$ cat src/rtl/lb_frame_sequencer.sv
// lb_frame_sequencer
//   Frame loop around collide_stream_fsm. On the first start after reset it
//   fills the lattice with rest equilibrium and places the ship. Every frame
//   it rewrites the boundary cells, then runs collide, stream, move_trace and
//   speed_color, and counts frames.
//
// Ports
//   clk, rst            clock; asynchronous active-low reset
//   start, stop         one-cycle control pulses (stop honoured at frame end)
//   frame_limit         frames per run, 0 = free-run
//   u0                  signed 2.25 inflow speed, latched on accepted start
//   start_init / init_finish, write_address_init, bnd_ux, bnd_uy
//                       cell-write handshake and the velocity to write
//   init_ship           high while the ship-placement move_trace is requested
//   start_* / *_finish  four-phase handshakes to collide_stream_fsm
//   busy, frame_count, filled   status
module lb_frame_sequencer #(
  parameter int NX     = 136,
  parameter int NY     = 72,
  parameter int JET_LO = 31,
  parameter int JET_HI = 39,
  parameter int AW     = 14
) (
  input  logic                 clk,
  input  logic                 rst,
  input  logic                 start,
  input  logic                 stop,
  input  logic [15:0]          frame_limit,
  input  logic signed [26:0]   u0,
  output logic                 start_init,
  input  logic                 init_finish,
  output logic [AW-1:0]        write_address_init,
  output logic signed [26:0]   bnd_ux,
  output logic signed [26:0]   bnd_uy,
  output logic                 init_ship,
  output logic                 start_collide,
  input  logic                 collide_finish,
  output logic                 start_stream,
  input  logic                 stream_finish,
  output logic                 start_move_trace,
  input  logic                 move_trace_finish,
  output logic                 start_speed_color,
  input  logic                 speed_color_finish,
  output logic                 busy,
  output logic [15:0]          frame_count,
  output logic                 filled
);

  localparam int DATA_W = 27;
  localparam logic [AW-1:0] ONE       = AW'(1);
  localparam logic [AW-1:0] LAST_ADDR = AW'(NX*NY-1);
  localparam logic [AW-1:0] BOT_ROW   = AW'(NX*(NY-1));
  localparam logic [AW-1:0] STEP      = AW'(NX);
  localparam logic [AW-1:0] X_LAST    = AW'(NX-1);
  localparam logic [AW-1:0] Y_LAST    = AW'(NY-2);

  typedef enum logic [3:0] {
    S_IDLE, S_FILL, S_SHIP, S_BND, S_COLLIDE, S_STREAM, S_TRACE, S_COLOR, S_NEXT
  } state_t;

  // LOAD: first cell after start (u0 is only latched by then)
  // SETUP: address/data already on the outputs, request rises next edge
  typedef enum logic [1:0] {PH_LOAD, PH_SETUP, PH_REQ, PH_WAIT} ph_t;

  function automatic logic signed [DATA_W-1:0] half_speed(input logic signed [DATA_W-1:0] u);
    return u >>> 1;
  endfunction

  function automatic logic signed [DATA_W-1:0] neg_wrap(input logic signed [DATA_W-1:0] u);
    return -u;
  endfunction

  function automatic logic signed [DATA_W-1:0] left_ux(input logic [AW-1:0] y,
                                                       input logic signed [DATA_W-1:0] u);
    if (int'(y) >= JET_LO && int'(y) <= JET_HI) return u;
    return '0;
  endfunction

  // Shear inflow below the jet drifts up, above the jet drifts down.
  function automatic logic signed [DATA_W-1:0] left_uy(input logic [AW-1:0] y,
                                                       input logic signed [DATA_W-1:0] u);
    if (int'(y) >= JET_LO && int'(y) <= JET_HI) return '0;
    if (int'(y) < JET_LO) return half_speed(u);
    return neg_wrap(half_speed(u));
  endfunction

  state_t                    state_q, state_d;
  ph_t                       ph_q, ph_d;
  logic                      req_q, req_d;
  logic [AW-1:0]             x_q, x_d, y_q, y_d, row_q, row_d, addr_q, addr_d;
  logic                      side_q, side_d, wall_q, wall_d;
  logic signed [DATA_W-1:0]  ux_q, ux_d, uy_q, uy_d;
  logic [15:0]               fc_q, fc_d;
  logic                      filled_q, filled_d, stop_q, stop_d;
  logic signed [DATA_W-1:0]  u0_l;
  logic                      fin, hs_done, load_bnd;

  always_ff @(posedge clk or negedge rst) begin
    if (!rst) begin
      state_q  <= S_IDLE;
      ph_q     <= PH_LOAD;
      req_q    <= 1'b0;
      x_q      <= '0;
      y_q      <= '0;
      row_q    <= '0;
      addr_q   <= '0;
      side_q   <= 1'b0;
      wall_q   <= 1'b0;
      ux_q     <= '0;
      uy_q     <= '0;
      fc_q     <= '0;
      filled_q <= 1'b0;
      stop_q   <= 1'b0;
    end else begin
      state_q  <= state_d;
      ph_q     <= ph_d;
      req_q    <= req_d;
      x_q      <= x_d;
      y_q      <= y_d;
      row_q    <= row_d;
      addr_q   <= addr_d;
      side_q   <= side_d;
      wall_q   <= wall_d;
      ux_q     <= ux_d;
      uy_q     <= uy_d;
      fc_q     <= fc_d;
      filled_q <= filled_d;
      stop_q   <= stop_d;
    end
  end

  always_ff @(posedge clk) begin
    if (state_q == S_IDLE && start) u0_l <= u0;
  end

  always_comb begin
    state_d  = state_q;
    ph_d     = ph_q;
    req_d    = req_q;
    x_d      = x_q;
    y_d      = y_q;
    row_d    = row_q;
    addr_d   = addr_q;
    side_d   = side_q;
    wall_d   = wall_q;
    ux_d     = ux_q;
    uy_d     = uy_q;
    fc_d     = fc_q;
    filled_d = filled_q;
    stop_d   = stop_q;
    hs_done  = 1'b0;
    load_bnd = 1'b0;

    case (state_q)
      S_FILL, S_BND:   fin = init_finish;
      S_SHIP, S_TRACE: fin = move_trace_finish;
      S_COLLIDE:       fin = collide_finish;
      S_STREAM:        fin = stream_finish;
      S_COLOR:         fin = speed_color_finish;
      default:         fin = 1'b0;
    endcase

    if (stop && state_q != S_IDLE) stop_d = 1'b1;

    case (state_q)
      S_IDLE: begin
        if (start) begin
          stop_d  = stop;
          fc_d    = '0;
          req_d   = 1'b0;
          ph_d    = PH_LOAD;
          state_d = filled_q ? S_BND : S_FILL;
        end
      end
      S_NEXT: begin
        fc_d = fc_q + 16'd1;
        if (stop_q || (frame_limit != 16'd0 && fc_d == frame_limit)) begin
          state_d = S_IDLE;
        end else begin
          state_d  = S_BND;
          ph_d     = PH_SETUP;
          load_bnd = 1'b1;
        end
      end
      default: begin
        case (ph_q)
          PH_LOAD: begin
            ph_d = PH_SETUP;
            if (state_q == S_FILL) begin
              addr_d = '0;
              ux_d   = '0;
              uy_d   = '0;
            end else begin
              load_bnd = 1'b1;
            end
          end
          PH_SETUP: begin
            req_d = 1'b1;
            ph_d  = PH_REQ;
          end
          PH_REQ: begin
            if (fin) begin
              req_d = 1'b0;
              ph_d  = PH_WAIT;
            end
          end
          default: begin
            if (!fin) hs_done = 1'b1;
          end
        endcase
      end
    endcase

    if (hs_done) begin
      ph_d = PH_SETUP;
      case (state_q)
        S_FILL: begin
          if (addr_q == LAST_ADDR) begin
            filled_d = 1'b1;
            state_d  = S_SHIP;
          end else begin
            addr_d = addr_q + ONE;
          end
        end
        S_SHIP: begin
          state_d  = S_BND;
          load_bnd = 1'b1;
        end
        S_BND: begin
          if (wall_q) begin
            // Top cell then bottom cell of each column; bottom row base is a constant.
            if (!side_q) begin
              side_d = 1'b1;
              addr_d = x_q + BOT_ROW;
            end else if (x_q == X_LAST) begin
              wall_d = 1'b0;
              side_d = 1'b0;
              y_d    = ONE;
              row_d  = STEP;
              addr_d = STEP;
              ux_d   = left_ux(ONE, u0_l);
              uy_d   = left_uy(ONE, u0_l);
            end else begin
              side_d = 1'b0;
              x_d    = x_q + ONE;
              addr_d = x_q + ONE;
            end
          end else begin
            // Left cell then right cell of each interior row; row base steps by NX.
            if (!side_q) begin
              side_d = 1'b1;
              addr_d = row_q + X_LAST;
              ux_d   = u0_l;
              uy_d   = '0;
            end else if (y_q == Y_LAST) begin
              state_d = S_COLLIDE;
            end else begin
              side_d = 1'b0;
              y_d    = y_q + ONE;
              row_d  = row_q + STEP;
              addr_d = row_q + STEP;
              ux_d   = left_ux(y_q + ONE, u0_l);
              uy_d   = left_uy(y_q + ONE, u0_l);
            end
          end
        end
        S_COLLIDE: state_d = S_STREAM;
        S_STREAM:  state_d = S_TRACE;
        S_TRACE:   state_d = S_COLOR;
        S_COLOR:   state_d = S_NEXT;
        default:   state_d = state_q;
      endcase
    end

    if (load_bnd) begin
      wall_d = 1'b1;
      side_d = 1'b0;
      x_d    = '0;
      addr_d = '0;
      ux_d   = u0_l;
      uy_d   = '0;
    end
  end

  assign start_init         = req_q && (state_q == S_FILL || state_q == S_BND);
  assign start_collide      = req_q && (state_q == S_COLLIDE);
  assign start_stream       = req_q && (state_q == S_STREAM);
  assign start_move_trace   = req_q && (state_q == S_SHIP || state_q == S_TRACE);
  assign start_speed_color  = req_q && (state_q == S_COLOR);
  assign init_ship          = (state_q == S_SHIP) && (ph_q != PH_WAIT);
  assign busy               = (state_q != S_IDLE);
  assign write_address_init = addr_q;
  assign bnd_ux             = ux_q;
  assign bnd_uy             = uy_q;
  assign frame_count        = fc_q;
  assign filled             = filled_q;

endmodule

$ cat config.mk
export PLATFORM = sky130hd
export DESIGN_NAME = lb_frame_sequencer
export DESIGN_NICKNAME = d
export VERILOG_FILES = /design/src/rtl/lb_frame_sequencer.sv
export SDC_FILE = /design/constraint.sdc
export NUM_CORES = 1
export LEC_CHECK = 0
export ABC_AREA = 1
export CELL_PAD_IN_SITES_DETAIL_PLACEMENT = 1
export CELL_PAD_IN_SITES_GLOBAL_PLACEMENT = 1
export CORE_ASPECT_RATIO = 1.1
export CORE_UTILIZATION = 44
export CTS_CLUSTER_DIAMETER = 100
export DETAILED_ROUTE_END_ITERATION = 8
export GPL_TIMING_DRIVEN = 0
export PLACE_DENSITY = 0.95
export SYNTH_ARGS = -nofsm -noshare
export SYNTH_HDL_FRONTEND = slang
export SYNTH_SLANG_ARGS = --single-unit
$ cat constraint.sdc
create_clock -name clk -period 8.5 [get_ports clk]
set_input_delay 1.275 -clock clk [delete_from_list [all_inputs] [get_ports clk]]
set_output_delay 1.275 -clock clk [all_outputs]
set_load 0.005 [all_outputs]
==> results of run 1 <==
final timing paths:
kind,start,to,cells past startpoint
setup / recovery,state_q[1],busy,7
hold / removal,y_q[12],y_q[12],2
setup reg to reg,y_q[0],bnd_uy[26],13
hold reg to reg,y_q[12],y_q[12],2
max in group asynchronous,rst,bnd_ux[23],2
min in group asynchronous,rst,state_q[3],1
power breakdown:
part	switching [mW]	internal (mW)	leakage (nW)
sequential	0.0499	0.857	1.87
clock	0.390	0.400	0.276
combinational	0.413	0.286	4.93
total	0.853	1.54	7.07
worst max-delay path: stages (launching register included):
cell	delay [ns]
dfrtp_1	0.45
nor2_1	0.19
inv_2	0.06
nor2_2	0.21
inv_2	0.16
nor2_1	0.18
inv_1	0.13
clkdlybuf4s50_1	0.46
layer usage:
layer	routed length, um	vias up	global-route usage [%]
met5	0	-	0
li1	-	6481	-
met4	2160	0	17.7
met3	3380	151	6.23
met2	24600	607	62.7
met1	20600	7059	44.0
flip-flops by register name (all words and copies together) (netlist names), 2 cells and up:
name,count
bnd_uy,27
y_q,14
u0_l,27
x_q,14
bnd_ux,27
row_q,11
frame_count,16
state_q,4
write_address_init,14
ph_q,2
logic make-up (layout without fill, tap and decap cells):
kind of cell	count (synthesis)	count (layout)	share of synthesized area [%]
adder cells (fa/ha/maj)	15	15	1.55
AND/OR/NAND/NOR	982	982	35.0
XOR/XNOR	30	30	2.17
flip-flops	161	161	34.4
buffers and inverters	317	494	10.7
AO/OA/AOI/OAI	368	368	16.3
cells in the mapped netlist, drive strengths merged (3+ instances only):
master,number
nand2,569
inv,229
nand3,187
a21oi,157
o21ai,149
nor2,146
dfrtp,134
buf,52
nand4,49
clkbuf,33
edfxtp,27
xor2,26
o22ai,22
nor3,17
ha,15
o31ai,10
a31oi,9
or2,8
o211ai,6
nor4,4
xnor2,4
clkinv,3
final cells by class:
cell class / count / area [um^2]
flip-flops and latches: 161 / 4160
inverters: 232 / 873
repair buffers: 145 / 1480
clock inverters: 14 / 115
fillers: 3658 / 12400
multi-input cells: 1395 / 6670
plain buffers: 85 / 420
well taps: 357 / 447
clock buffers: 18 / 450
stage by stage:
stage,std cells,power (mW),area (um^2)
finish,2407,2.40,14600
global route,2407,2.51,14600
CTS,2407,2.40,14600
detailed placement,2375,1.61,14000
global placement,2373,1.58,14000
floorplan,1873,1.29,12100
==> impl_results.md, run 1 <==
* Asr flop ratio synth at 83.2%
* Syn Inst Count at 1873
* DRT iter0 DRCs at 1184
* Commonest non-fill, non-tap cell in the layout: nand2_1
* CTS Buf Count at 17
* CTS H-tree lvls at 4
* Leading area contributor after synthesis: dfrtp_1
* Clock Sink Count at 161
* CP Capture Type: output pin
* Yosys warnings at 0
* Crit-path max FO at 9
* Max_slew headroom at 47.0%
* Setup ws final at 4.92 ns
* Area delta synth->final at 20.6%
* Mapped Nets at 1940
* Wirelength, routed at 50800 um
* Die W at 160 um
* Class of the worst hold path: register to register
* Final hold vios at 0
* Initial antenna violation count at 0
* Post-route core utilization at 54.1%
* Number of synthesized flops with an enable pin at 27
* Post-synth top area share at 27.7%
* Drt wl/cell at 21.1 um
* CP required at 7.22 ns
* Max-slew violations at 0
* Post-synthesis sequential area ratio at 34.4%
* Worst vdd ir at 0.102 mV
* Nets at 2104
* Final setup skew at 0.0152 ns
* Post-route minimum period at 3.58 ns
* Routed via count at 14300
* N_diodes at 0
* Clk slew on worst S/H paths at 0.08 ns
* FMAX at 0.279 GHz
* Die H at 176 um
* Remaining DRCs at 0
* Crit path launch type: register
* Detail Route Antenna Nets at 0
* Total GRT Usage at 36.4%
* Skew-Pair Late Insertion Delay at 0.47 ns
* Die ar. at 0.0282 mm^2
* Most frequent cells in the layout: 564 x nand2_1, 221 x inv_1, 183 x nand3_1, 157 x a21oi_1, 142 x clkdlybuf4s50_1
* DPL Wire Length at 37600 um
* Placer Congestion at 0.956
* Arrival @ worst endpoint at 2.31 ns
* GRT overflow at 0
* Post-synthesis register bit count at 161
* Routed vias/inst at 5.94
* First-pass iteration count of the detailed router at 6
* Cts hold-fix bufs at 0
* Core Area at 0.0270 mm^2
* Worst Tran Pin Value at 0.793 ns
* Fraction of layout cells with a size suffix above 1 at 5.71%
* Site Rows at 63
* Final hold slack at 0.563 ns
* Vias in the first global route at 14800
* Setup Buffers After CTS at 0
* Crit path kind: register to output pin
* Starting Density at 44.8%
* Synth Flop Type: dfrtp_1
* Netlist cell types at 48
* Worst reg2reg setup slack at 5.20 ns
* I/O Pins at 144
* Outcome: finished clean
* Synth Cell Area at 0.0121 mm^2
* Max-Cap Viols at 0
* First-pass GRT wire length at 80200 um
* Clk buf depth at 2
* Top cells by area, synth: dfrtp_1 28%, nand2_1 17%, nand3_1 7.6%
* Syn avg cell area at 6.47 um^2
* Unrepaired setup endpoints after global routing: no
* Largest net degree at the start of global routing at 90
* Setup violators final at 0
* CTS tree: done
* I/O Buffers at 143
* Crit share post-route at 42.1%
* Pwr Density at 164 mW/mm^2
* Cts repair resizes at 0
* Setup TNS at 0 ns
* CTS root buf: clkbuf_16
* Leakage at 7.07 nW
* Worst slack at placement at 4.75 ns
No activity file was read; power rests on OpenSTA's default activity.
==> run 2: changes to the inputs <==
Settings changed: CORE_UTILIZATION 44 to 41, PLACE_DENSITY 0.95 to 0.91.
Clock period 8.5 ns to 3.63 ns, I/O delays scaled along.
==> impl_results.md, run 2 (synthesis results as in run 1) <==
* Outcome: complete, but fails checks
* Failing checks: design-rule violations
* Cts repair resizes at 0
* Placed cells at 2386
* Class of the worst hold path: input pin to async pin
* Remaining DRCs at 11
* First-pass iteration count of the detailed router at 9
* CP Capture Type: register
* Crit path kind: register to register
* First-pass GRT wire length at 79900 um
* Post-route minimum period at 3.32 ns
* R2r startpoint: state_q[0]
* Sw Share at 35.5%
* Routed via count at 14200
* FMAX at 0.301 GHz
* Filler cell count at 3820
* Max_slew headroom at 43.2%
* Worst reg2reg setup slack at 0.31 ns
* Largest net degree at the start of global routing at 74
* Final non-filler cell total at 2418
* Unrepaired setup endpoints after global routing: no
* Int Power at 3.71 mW
* CP required at 3.92 ns
* Die ar. at 0.0302 mm^2
* Final setup skew at 0.0145 ns
* Max-slew violations at 0
* I/O Pins at 144
* Crit-path max FO at 10
* Clk slew on worst S/H paths at 0.08 ns
* Routed vias/inst at 5.87
* Final hold vios at 0
* Skew-Pair Late Insertion Delay at 0.46 ns
* Setup Buffers After CTS at 0
* Part of the power in registers at 37.1%
* DRT iter0 DRCs at 1129
* Starting Density at 42.0%
* Fraction of layout cells with a size suffix above 1 at 5.71%
* Crit share post-route at 91.5%
* Crit path launch type: register
* Critical Path Start: state_q[0]
* NetSw at 2.04 mW
* I/O Buffers at 143
* Die H at 182 um
* Max-Cap Viols at 0
* Arrival @ worst endpoint at 3.61 ns
* Site Rows at 65
* Core Area at 0.0289 mm^2
* Pwr Density at 391 mW/mm^2
* Clk buf depth at 2
* N_diodes at 0
* Vias in the first global route at 14900
* CP max-delay cell: nand2_1
* Initial antenna violation count at 0
* Leakage at 7.10 nW
* Commonest non-fill, non-tap cell in the layout: nand2_1
* CTS H-tree lvls at 4
* Nets at 2104
* CTS Buf Count at 17
* Cts hold-fix bufs at 0
* Area delta synth->final at 21.1%
* Drt wl/cell at 20.9 um
* Setup violators final at 0
* Die W at 166 um
* Detail Route Antenna Nets at 0
* Worst path max stage delay at 0.50 ns
* Fin area at 0.0147 mm^2
* Worst Tran Pin Value at 0.852 ns
* CTS tree: done
* DPL Wire Length at 37600 um
* Clk network pwr share at 34.3%
* Cells along the critical path: buf_2 > nand2_1 > nor2_1 > nand2_1 > buf_2 > buf_2 > nand2_1 > a21oi_1 > a221oi_1 > o21ai_0
* Combinational Power Share at 28.7%
* Clock Sink Count at 161
* Placed Area at 0.0141 mm^2
* Total GRT Usage at 33.6%
* CTS root buf: clkbuf_16
* Most frequent cells in the layout: 564 x nand2_1, 221 x inv_1, 183 x nand3_1, 157 x a21oi_1, 142 x clkdlybuf4s50_1
* Worst vdd ir at 0.307 mV
* Final hold slack at 0.0685 ns
* Placer Congestion at 0.930
* Wirelength, routed at 50500 um
* GRT overflow at 0
[run 2: cell count changes in the layout (fill, tap and decap cells not counted)]
| cell | before | now |
|---|---|---|
| clkinvlp_4 | 2 | 1 |
| clkinv_8 | 0 | 1 |
| bufinv_16 | 0 | 1 |
| inv_4 | 1 | 2 |
| clkinv_2 | 2 | 0 |
| inv_6 | 7 | 4 |
| clkinv_4 | 2 | 1 |
| inv_8 | 1 | 5 |
[run 2: power groups by stage]
stage	Clock [mW]	Sequential [mW]	Combinational, mW
floorplan	0	2.15	0.872
detailed placement	0	2.16	1.62
global placement	0	2.16	1.54
CTS	1.97	2.13	1.63
finish	1.97	2.13	1.65
global route	2.04	2.15	1.81
[run 2: worst paths after layout]
kind | end | depth (start not counted)
max | write_address_init[10] | 10
min reg2reg | y_q[12] | 2
min | write_address_init[12] | 1
max reg2reg | write_address_init[10] | 10
max in group asynchronous | bnd_ux[8] | 2
min in group clk | y_q[12] | 2
[run 2: worst max-delay path, delay by kind of cell, from the launching register on]
kind | cells | cell delay, ns
AND/OR/NAND/NOR | 4 | 1.14
buffers and inverters | 3 | 0.90
AO/OA/AOI/OAI | 3 | 0.72
flip-flops | 1 | 0.36
[run 2: through the flow]
step	power [mW]	setup slack, ns	util (%)	setup TNS, ns
6_report	5.74	0.310	50.8	0
5_1_grt	6.00	0.255	50.8	0
4_1_cts	5.73	0.386	50.8	0
3_5_place_dp	3.79	0.448	48.7	0
3_3_place_gp	3.70	-4.03	48.5	-562.28
2_1_floorplan	3.02	0.405	-	0
[run 2: layout make-up]
| type | instances | area [um^2] | share of cell area [%] |
|---|---|---|---|
| multi-input combinational | 1395 | 6670 | 45.4 |
| timing repair buffer | 145 | 1480 | 10.1 |
| clock buffer | 18 | 450 | 3.07 |
| inverter | 232 | 873 | 5.95 |
| sequential | 161 | 4160 | 28.4 |
| tap | 368 | 460 | 3.14 |
| buffer | 85 | 420 | 2.86 |
| clock inverter | 14 | 160 | 1.09 |
[run 2: layer usage]
layer  part of all wire [%]  vias up  track usage [%]  wire length [um]
met5                      0        -                0                 0
met4                    3.6        0             14.7              1840
met3                    6.7      143             5.90              3360
met2                     49      559             58.1             24600
met1                     41     7006             40.9             20700
li1                       -     6488                -                 -
==> run 3: changes to the inputs <==
Settings changed: PLACE_DENSITY 0.91 to not set, PLACE_DENSITY_LB_ADDON set to 0.1.
==> impl_results.md, run 3 (synthesis results as in run 1) <==
* Cell mode on critical path: nand2_1
* Die H at 182 um
* Placed cells at 2386
* Die ar. at 0.0302 mm^2
* Unrepaired setup endpoints after global routing: no
* Final setup skew at 0.0144 ns
* Skew-Pair Late Insertion Delay at 0.45 ns
* Leakage at 7.07 nW
* Final hold vios at 0
* Fraction of layout cells with a size suffix above 1 at 5.56%
* Final hold slack at 0.150 ns
* Clock Sink Count at 161
* Nets at 2104
* Crit path launch type: register
* Remaining DRCs at 8
* RR Endpoint: bnd_uy[6]
* Class of the worst hold path: input pin to async pin
* Setup Buffers After CTS at 0
* Outcome: complete, but fails checks
* Most frequent cells in the layout: 564 x nand2_1, 221 x inv_1, 183 x nand3_1, 157 x a21oi_1, 142 x clkdlybuf4s50_1
* Worst reg2reg setup slack at 0.41 ns
* Crit path kind: register to register
* Cts repair resizes at 0
* Max-Cap Viols at 0
* Pwr Density at 385 mW/mm^2
* Max-slew violations at 0
* Post-route minimum period at 3.22 ns
* Placer Congestion at 0.910
* CTS tree: done
* Cell family with the largest share of critical-path delay: buffers and inverters
* Clk buf depth at 2
* Detail Route Antenna Nets at 0
* Worst path max stage delay at 0.59 ns
* GRT overflow at 0
* Drt wl/cell at 20.4 um
* CTS root buf: clkbuf_16
* CP Capture Type: register
* Initial antenna violation count at 1
* CTS Buf Count at 17
* Failing checks: design-rule violations
* Max_slew headroom at 46.1%
* Cells along the critical path: inv_1 > ha_1 > nand4_1 > nor3_1 > nand2_1 > clkinv_1 > clkbuf_1 > buf_1 > a21oi_1 > nand2_1 > nand2_1 > nand2_1 > nand2_1
* Total GRT Usage at 33.2%
* R2r startpoint: y_q[0]
* First-pass GRT wire length at 78600 um
* DRT iter0 DRCs at 949
* Clk slew on worst S/H paths at 0.07 ns
* Largest net degree at the start of global routing at 77
* Buf+Inv Stages, Crit Path at 4
* Crit share post-route at 88.6%
* Routed via count at 13900
* Worst Tran Pin Value at 0.809 ns
* CP required at 3.96 ns
* Setup violators final at 0
* First-pass iteration count of the detailed router at 7
* Worst vdd ir at 0.287 mV
* Fin area at 0.0146 mm^2
* Final non-filler cell total at 2418
* Wirelength, routed at 49400 um
* Core Area at 0.0289 mm^2
* Starting Density at 42.0%
* Arrival @ worst endpoint at 3.55 ns
* I/O Pins at 144
* Area delta synth->final at 20.9%
* CTS H-tree lvls at 4
* Placed Area at 0.0141 mm^2
* Routed vias/inst at 5.76
* Site Rows at 65
* Cts hold-fix bufs at 0
* Die W at 166 um
* Crit-path max FO at 10
* FMAX at 0.311 GHz
* Vias in the first global route at 14400
* Worst reg2reg path depth at 13
* N_diodes at 0
* I/O Buffers at 143
* DPL Wire Length at 37100 um
* Commonest non-fill, non-tap cell in the layout: nand2_1
* CP max-delay cell: buf_1
==> run 3: per-layer routing <==
layer,wire length (um),global-route usage (%)
met3,3120,5.14
met1,20700,41.5
met5,0,0
met2,24000,57.3
met4,1620,13.3
==> run 3: worst reg2reg max path, delay by kind of cell (launching register included) <==
family	cells	cell delay, ns
fa+ha+maj	1	0.21
compound gates	1	0.14
flops	1	0.41
buf+inv	4	1.50
simple gates	7	0.84
==> run 3: layout make-up <==
| type | count | area [um^2] |
|---|---|---|
| multi-input combinational | 1395 | 6670 |
| inverter | 232 | 873 |
| clock buffer | 19 | 443 |
| fill | 3846 | 14200 |
| clock inverter | 13 | 136 |
| buffer | 85 | 420 |
| tap | 368 | 460 |
| sequential | 161 | 4160 |
| timing repair buffer | 145 | 1480 |
==> run 3: stage by stage <==
stage	util (%)	setup TNS, ns	setup WS, ns	power (mW)
after floorplan	-	0	0.405	3.02
after global placement	48.5	-580.94	-4.09	3.73
after detailed placement	48.7	0	0.546	3.79
after CTS	50.7	0	0.518	5.66
after global routing	50.7	0	0.199	5.92
final	50.7	0	0.415	5.64
==> run 3: report_power, final <==
part	internal (mW)	switching, mW	leakage (nW)
clock	1.03	0.844	0.278
sequential	2.01	0.114	1.87
combinational	0.670	0.974	4.93
total	3.71	1.93	7.07
==> run 3: worst max-delay path by stage <==
stage	start	endpoint	slack, ns	depth (start not counted)
after floorplan	state_q[1]	frame_count[10]	0.40	11
after global routing	y_q[0]	bnd_uy[3]	0.20	13
final	y_q[0]	bnd_uy[6]	0.41	13
after detailed placement	y_q[0]	bnd_uy[3]	0.55	13
after global placement	rst	frame_count[14]	-4.09	1
after CTS	y_q[0]	bnd_uy[3]	0.52	13
